[config.mk]
export PLATFORM = sky130hd
export DESIGN_NAME = mem_arbiter
export DESIGN_NICKNAME = d
export VERILOG_FILES = /design/src/rtl/mips_pkg.sv /design/src/rtl/mem_arbiter_mux2.sv /design/src/rtl/mem_arbiter.sv
export SDC_FILE = /design/constraint.sdc
export NUM_CORES = 1
export LEC_CHECK = 0
export ABC_CLOCK_PERIOD_IN_PS = 1640
export BUFFER_PORTS_ARGS = -buffer_cell sky130_fd_sc_hd__buf_2
export CAP_MARGIN = 20
export CORE_AREA = 2 2 104 106
export DETAILED_ROUTE_END_ITERATION = 8
export DIE_AREA = 0 0 106 108
export PLACE_DENSITY_LB_ADDON = 0.3
export SYNTH_ARGS = -nofsm -noshare
export SYNTH_HDL_FRONTEND = slang
export SYNTH_SLANG_ARGS = --single-unit
[constraint.sdc]
create_clock -name clk -period 1.64 [get_ports clk]
set_input_delay 0.164 -clock clk [delete_from_list [all_inputs] [get_ports clk]]
set_output_delay 0.164 -clock clk [all_outputs]
set_load 0.02 [all_outputs]
[src/rtl/mips_pkg.sv]
// mips_pkg: arbiter state encoding and port identifiers shared by the memory arbiter.
package mips_pkg;
  typedef enum logic [2:0] {IDLE, ACC_I, ACC_D, RSP_I, RSP_D} arb_state_t;
  localparam logic ARB_PORT_I = 1'b0;
  localparam logic ARB_PORT_D = 1'b1;
endpackage

[src/rtl/mem_arbiter_mux2.sv]
// mux2: two-input word multiplexer, i_sel=1 selects i_b.
module mux2 #(
  parameter int WIDTH = 32
) (
  input  logic             i_sel,
  input  logic [WIDTH-1:0] i_a,
  input  logic [WIDTH-1:0] i_b,
  output logic [WIDTH-1:0] o_y
);
  assign o_y = i_sel ? i_b : i_a;
endmodule

[src/rtl/mem_arbiter.sv]
// mem_arbiter: shares one single-cycle memory between a fetch port and a load/store port.
// Define MEM_ARB_FIXED_PRIO_EN to make the data port win every tie instead of round-robin.
module mem_arbiter
  import mips_pkg::*;
#(
  parameter int WIDTH = 32
) (
  input  logic             clk,
  input  logic             rst_n,
  input  logic             i_req,
  input  logic [WIDTH-1:0] i_addr,
  output logic             i_gnt,
  output logic             i_rvalid,
  output logic [WIDTH-1:0] i_rdata,
  input  logic             d_req,
  input  logic             d_we,
  input  logic [WIDTH-1:0] d_addr,
  input  logic [WIDTH-1:0] d_wdata,
  output logic             d_gnt,
  output logic             d_rvalid,
  output logic [WIDTH-1:0] d_rdata,
  output logic             mem_en,
  output logic             mem_we,
  output logic [WIDTH-1:0] mem_addr,
  output logic [WIDTH-1:0] mem_wdata,
  input  logic [WIDTH-1:0] mem_rdata
);
  arb_state_t       r_state, w_next;
  logic             r_last, w_next_last, w_pick_d;
  logic [WIDTH-1:0] r_i_rdata, r_d_rdata;
`ifdef MEM_ARB_FIXED_PRIO_EN
  assign w_pick_d = d_req;
`else
  assign w_pick_d = d_req & (~i_req | (r_last == ARB_PORT_I));
`endif
  // Arbitration happens only from IDLE or a response cycle; access cycles always advance.
  always_comb begin
    w_next      = IDLE;
    w_next_last = r_last;
    if (r_state == ACC_I) w_next = RSP_I;
    else if (r_state == ACC_D) w_next = RSP_D;
    else if (i_req | d_req) begin
      w_next      = w_pick_d ? ACC_D : ACC_I;
      w_next_last = w_pick_d ? ARB_PORT_D : ARB_PORT_I;
    end
  end
  always_ff @(posedge clk or negedge rst_n) begin
    if (!rst_n) begin
      r_state   <= IDLE;
      r_last    <= ARB_PORT_D;
      r_i_rdata <= '0;
      r_d_rdata <= '0;
    end else begin
      r_state <= w_next;
      r_last  <= w_next_last;
      if (r_state == RSP_I) r_i_rdata <= mem_rdata;
      if (r_state == RSP_D) r_d_rdata <= mem_rdata;
    end
  end
  assign i_gnt     = r_state == ACC_I;
  assign d_gnt     = r_state == ACC_D;
  assign i_rvalid  = r_state == RSP_I;
  assign d_rvalid  = r_state == RSP_D;
  assign i_rdata   = i_rvalid ? mem_rdata : r_i_rdata;
  assign d_rdata   = d_rvalid ? mem_rdata : r_d_rdata;
  assign mem_en    = i_gnt | d_gnt;
  assign mem_we    = d_gnt & d_we;
  assign mem_wdata = d_wdata;
  mux2 #(.WIDTH(WIDTH)) u_addr_mux (
    .i_sel(d_gnt),
    .i_a  (i_addr),
    .i_b  (d_addr),
    .o_y  (mem_addr)
  );
endmodule

### Word level (Yosys, flattened, before mapping)

Index checks and enable logic that the tools add are counted.

* equal/unequal tests: 4
* muxes and demuxes: 8
* bitwise logic cells: 9
* reduce and logical (&&, ||, !) cells: 1

Operator list (count)
* two-way mux 32 bit: 3
* equality test 3 x 2 -> 1 bit, second input constant: 2
* two-way mux 3 bit: 2
* two-way mux 2 bit: 2
* NOT 1 bit: 4
* equality test 3 x 1 -> 1 bit, second input constant: 1
* equality test 3 bit, second input constant: 1
* OR 1 bit: 3
* AND reduction 3 bit: 1
* AND 1 bit: 2
* two-way mux 1 bit: 1

* flip-flop bits (word level): 68
* output and inout bits: 134

### Depth between registers and ports, before layout

* depth after elaboration: 7
* gate-level depth with buffers: 4
* depth with buffers taken out: 3

### By module

From an unflattened synthesis, not the netlist that was laid out.

* cell total of the unflattened synthesis: 230
* area total of the unflattened synthesis: 3423.3 um2

Modules (own cells, without submodules)
* mem_arbiter: times used 1, cells each 194, area an instance 2879.0 um2
* mux2: times used 1, cells each 36, area an instance 544.3 um2

### Worst setup path before layout

OpenSTA, ideal clock, no wires.

* path kind: reg-to-reg
* start: register r_state[1]
* end: register r_d_rdata[4]
* data arrival time: 1461 ps
* path slack: 12 ps
* cell stages (with the launch flop): 5
* path buffers: 2
* clock period less this slack: 1628 ps
* cells stage by stage: dfrtp_1 -> buf_4 -> nor3b_4 -> buf_4 -> mux2_1

* longest elaborated chain between the ends: 2

RTL lines
* start: declaration: line mem_arbiter.sv:28 `arb_state_t r_state, w_next;`
* start signal: assignment: line mem_arbiter.sv:54 `r_state <= w_next;`
* equality test 3 bit
* two-way mux 32 bit
* via d_rdata[4]: line mem_arbiter.sv:21 `output logic [WIDTH-1:0] d_rdata,`
* end signal: assignment: line mem_arbiter.sv:57 `if (r_state == RSP_D) r_d_rdata <= mem_rdata;`
* end: declaration: line mem_arbiter.sv:30 `logic [WIDTH-1:0] r_i_rdata, r_d_rdata;`

The timed path passes the listed nets, and every way through them passes these cells.
A chain may end at the register's enable or synchronous reset.

### Final worst setup path

* start: register r_state[2]
* end: output mem_addr[27]

* longest elaborated chain between the ends: 2

RTL lines
* equality test 3 x 2 -> 1 bit: line mem_arbiter.sv:61 `assign d_gnt = r_state == ACC_D;`
* two-way mux 32 bit: line mem_arbiter_mux2.sv:10 `assign o_y = i_sel ? i_b : i_a;`
* end: declaration: line mem_arbiter.sv:24 `output logic [WIDTH-1:0] mem_addr,`

No other way between the ends.

==> flow_summary.toml <==
[layout]
utilization = 0.537
nFillCells = 863
layoutNonFillerInstCount = 561
share_of_cells_above_drive_strength_1 = 0.814
num_antenna_cells = 0
post_route_design_area_um2 = 5500
finalNetCount = 554
areaGrowthSynthToFinish_pct = 67.3

[power_and_ir_drop]
power.share.combinational = 0.669
peakVddDrop_uv = 1290
swShare = 0.381
static-leakage-power_nw = 2.81
power.switching_mw = 4.99
power.share.sequential = 0.217
post-layout-total-power_mw = 13.1
intPower_mw = 8.12
power.density_cell_area_nw_per_um2 = 2390
power.share.clock = 0.114

[floorplan]
die_w_um = 106
std_cell_rows = 37
chipHeight_um = 108
io_pins = 267
initial_utilization = 0.321
die-area_um2 = 11400
core_region_area_um2 = 10200

[clocking]
clock_tree.buffer_depth = 2
worstSkewPairLatency_ns = 0.33
cts.sink_count = 68
cts-buffers-inserted = 9
cts_tree = "yes"
cts.clk_slew.worst_paths_ns = 0.07
clock_tree.htree_level_count = 3
cts-root-buf = "sky130_fd_sc_hd__clkbuf_8"

[timing]
fmaxAchievable_mhz = 501
finalSetupTns_ns = -27.40
slew_violations = 0
timing.slew.headroom = 0.758
finalClockSkew_ns = 0.00595
fin_crit_ns = 2.00
timing.final.crit_share = 1.22
setup_viol_count_final = 98
grt_setup_unrepaired = "true"
finalHoldViolations = 0
max_slew.worst_pin.slew_ns = 0.362
setup_slack_ns = -0.356

[worst_setup_path]
timing.setup.critical_path_class = "reg -> out"
critical_path.max_fanout = 17
end_kind = "output pin"
worst_ep_required_time_ns = 1.48
data_arrival_time_at_the_worst_slack_endpoint_ns = 1.83
crit_path_cells = "nor3b_4 > buf_12 > mux2_2 > buf_2"
worst-r2r-cell-count = 5
cp_slowest_cell = "sky130_fd_sc_hd__dfrtp_2"
crit_path_max_incr_delay_ns = 0.45
critPathLaunchType = "flop"

[detailed_routing]
ant_nets = 0
drt_first_pass_iters = 4
detail_route.wirelength_um = 10900
vias = 2598
drcViolationCount = 0
drt_iter0_drc = 113
routed_via_density = 4.63
detail_route.wl_per_cell_um = 19.4

[run_status]
run_status = "finished with violations"
violated_checks = "negative setup slack"

[grt]
grt_overflow = 0
via_count_of_the_first_global_routing_pass = 2553
initial_antenna_violation_count = 0
grt_max_degree = 69
grt_first_pass_wirelength_um = 13800
grt.total_usage = 0.160

[logic_synthesis]
synth_top_cells_by_count = "93 x sky130_fd_sc_hd__mux2_2, 67 x sky130_fd_sc_hd__dfrtp_1, 39 x sky130_fd_sc_hd__buf_4, 5 x sky130_fd_sc_hd__buf_6, 4 x sky130_fd_sc_hd__a21oi_1"
synth.area.top_cells = "sky130_fd_sc_hd__dfrtp_1 51%, sky130_fd_sc_hd__mux2_2 32%, sky130_fd_sc_hd__buf_4 8.9%"
seq_area_frac_synth = 0.518
synth_top_flop_cell = "sky130_fd_sc_hd__dfrtp_1"
synth_area_um2 = 3290
yosysUniqueCellTypes = 20
syn_avg_cell_area_um2 = 14.4
post-synth-top-count-cell = "sky130_fd_sc_hd__mux2_2"
synthDominantCellAreaShare = 0.510
post_synth_inst_count = 229
synth_warnings = 0
syn_nets = 362
yosys.area.top_type = "sky130_fd_sc_hd__dfrtp_1"
synth_seq_cells = 68
async_reset_ff_frac = 1.00
synth_enable_flop_cells = 0

[worst_hold_path]
min_path_cells = 2
holdCritPathClass = "in -> reg"

[place]
place_hpwl_um = 7220
gp_congestion = 0.751
buffer_ports.inserted = 202
placedInstanceArea_um2 = 4270
numPlacedInstances = 533

[run]
maxCapViolCount = 0
[power by group through the flow]
stage	clock network, mW	logic, mW	registers, mW
after floorplan	0	4.32	2.70
after global placement	0	5.98	2.80
after detailed placement	0	6.01	2.83
after CTS	1.55	6.89	2.82
after global routing	1.61	9.19	2.93
final	1.49	8.78	2.85
[final timing paths]
| kind | start | to | slack, ns |
|---|---|---|---|
| min in group asynchronous | rst_n | r_i_rdata[3] | 0.37 |
| worst max-delay path | r_state[2] | mem_addr[27] | -0.36 |
| max in group asynchronous | rst_n | r_last | 0.93 |
| worst min register to register | r_last | r_last | 0.47 |
| worst min-delay path | mem_rdata[21] | r_i_rdata[21] | 0.08 |
| worst max register to register | r_state[1] | r_d_rdata[23] | 0.08 |
[registers in the layout, indices dropped and copies added (netlist names)]
register,flops
r_last,1
r_state,3
r_i_rdata,32
r_d_rdata,32
[cell type report]
class / count / area (um2) / area share
Sequential cell: 68 / 1710 / 0.310
Clock buffer: 9 / 124 / 0.0225
Multi-Input combinational cell: 115 / 1580 / 0.286
Clock inverter: 6 / 90.1 / 0.0164
Inverter: 2 / 7.51 / 0.00137
Timing Repair Buffer: 225 / 1830 / 0.332
Tap cell: 136 / 170 / 0.0309
[metrics by stage]
step	worst slack, ns	hold slack [ns]
floorplan	0.0116	-0.132
global placement	-0.0169	0.215
detailed placement	-0.0322	0.214
CTS	-0.428	0.0542
global route	-0.412	0.0695
finish	-0.356	0.0829
[critical path: cells and delay by family (launching register included)]
family / cells / cell delay (ns)
buf+inv: 2 / 0.40
mux: 1 / 0.37
simple gates: 1 / 0.27
flops: 1 / 0.45
[cells by family (layout without fill, tap and decap cells)]
logic type	after synthesis	after routing	share of synthesized area
AOI/OAI and AO/OA	8	8	0.0148
xor gates and xnor gates	1	1	0.00267
buffers and inverters	46	242	0.108
DFF	68	68	0.518
muxes	96	96	0.329
and+or+nand+nor	10	10	0.0270
[placed cells by master, fill, tap and decap left out]
cell,synthesis,final
sky130_fd_sc_hd__buf_2,0,115
sky130_fd_sc_hd__mux2_4,0,82
sky130_fd_sc_hd__buf_6,5,69
sky130_fd_sc_hd__dfrtp_1,67,64
sky130_fd_sc_hd__buf_4,39,29
sky130_fd_sc_hd__mux2_2,93,14
sky130_fd_sc_hd__clkbuf_8,0,9
sky130_fd_sc_hd__buf_12,0,7
sky130_fd_sc_hd__a21oi_1,4,4
sky130_fd_sc_hd__dfrtp_2,0,3
sky130_fd_sc_hd__nor3b_4,2,2
sky130_fd_sc_hd__inv_1,2,2
sky130_fd_sc_hd__o211ai_1,2,2
sky130_fd_sc_hd__bufinv_16,0,2
sky130_fd_sc_hd__clkinv_4,0,2
sky130_fd_sc_hd__buf_16,0,2
sky130_fd_sc_hd__clkbuf_16,0,2
sky130_fd_sc_hd__nand3b_4,0,1
sky130_fd_sc_hd__nor2b_4,0,1
sky130_fd_sc_hd__nor2b_1,2,1
sky130_fd_sc_hd__nand2_1,1,1
sky130_fd_sc_hd__nand2b_1,1,1
sky130_fd_sc_hd__xnor2_4,0,1
sky130_fd_sc_hd__nor2_2,0,1
sky130_fd_sc_hd__and2_4,0,1
sky130_fd_sc_hd__nor3b_1,1,1
sky130_fd_sc_hd__o21ai_0,1,1
sky130_fd_sc_hd__a2bb2oi_1,1,1
sky130_fd_sc_hd__clkinvlp_4,0,1
sky130_fd_sc_hd__clkinv_2,0,1
sky130_fd_sc_hd__dlygate4sd3_1,0,1
sky130_fd_sc_hd__dfstp_2,1,1
[timing repair]
item | CTS | global route
hold buffers | 1 | 0
setup buffers | 2 | 4
hold endpoints to repair | 67 | 0
gates resized for setup | 78 | 175
cloned | 2 | 4
pin swaps | 1 | 4
setup endpoints to repair | 102 | 102
[per-layer routing]
metal,share of wire,track usage,vias to the layer above
met3,0.095,0.0687,11
met4,0.013,0.0498,0
met5,0,0,-
met2,0.52,0.282,161
met1,0.38,0.174,1274
li1,-,-,1152
Power figures use the tool's default switching activity.
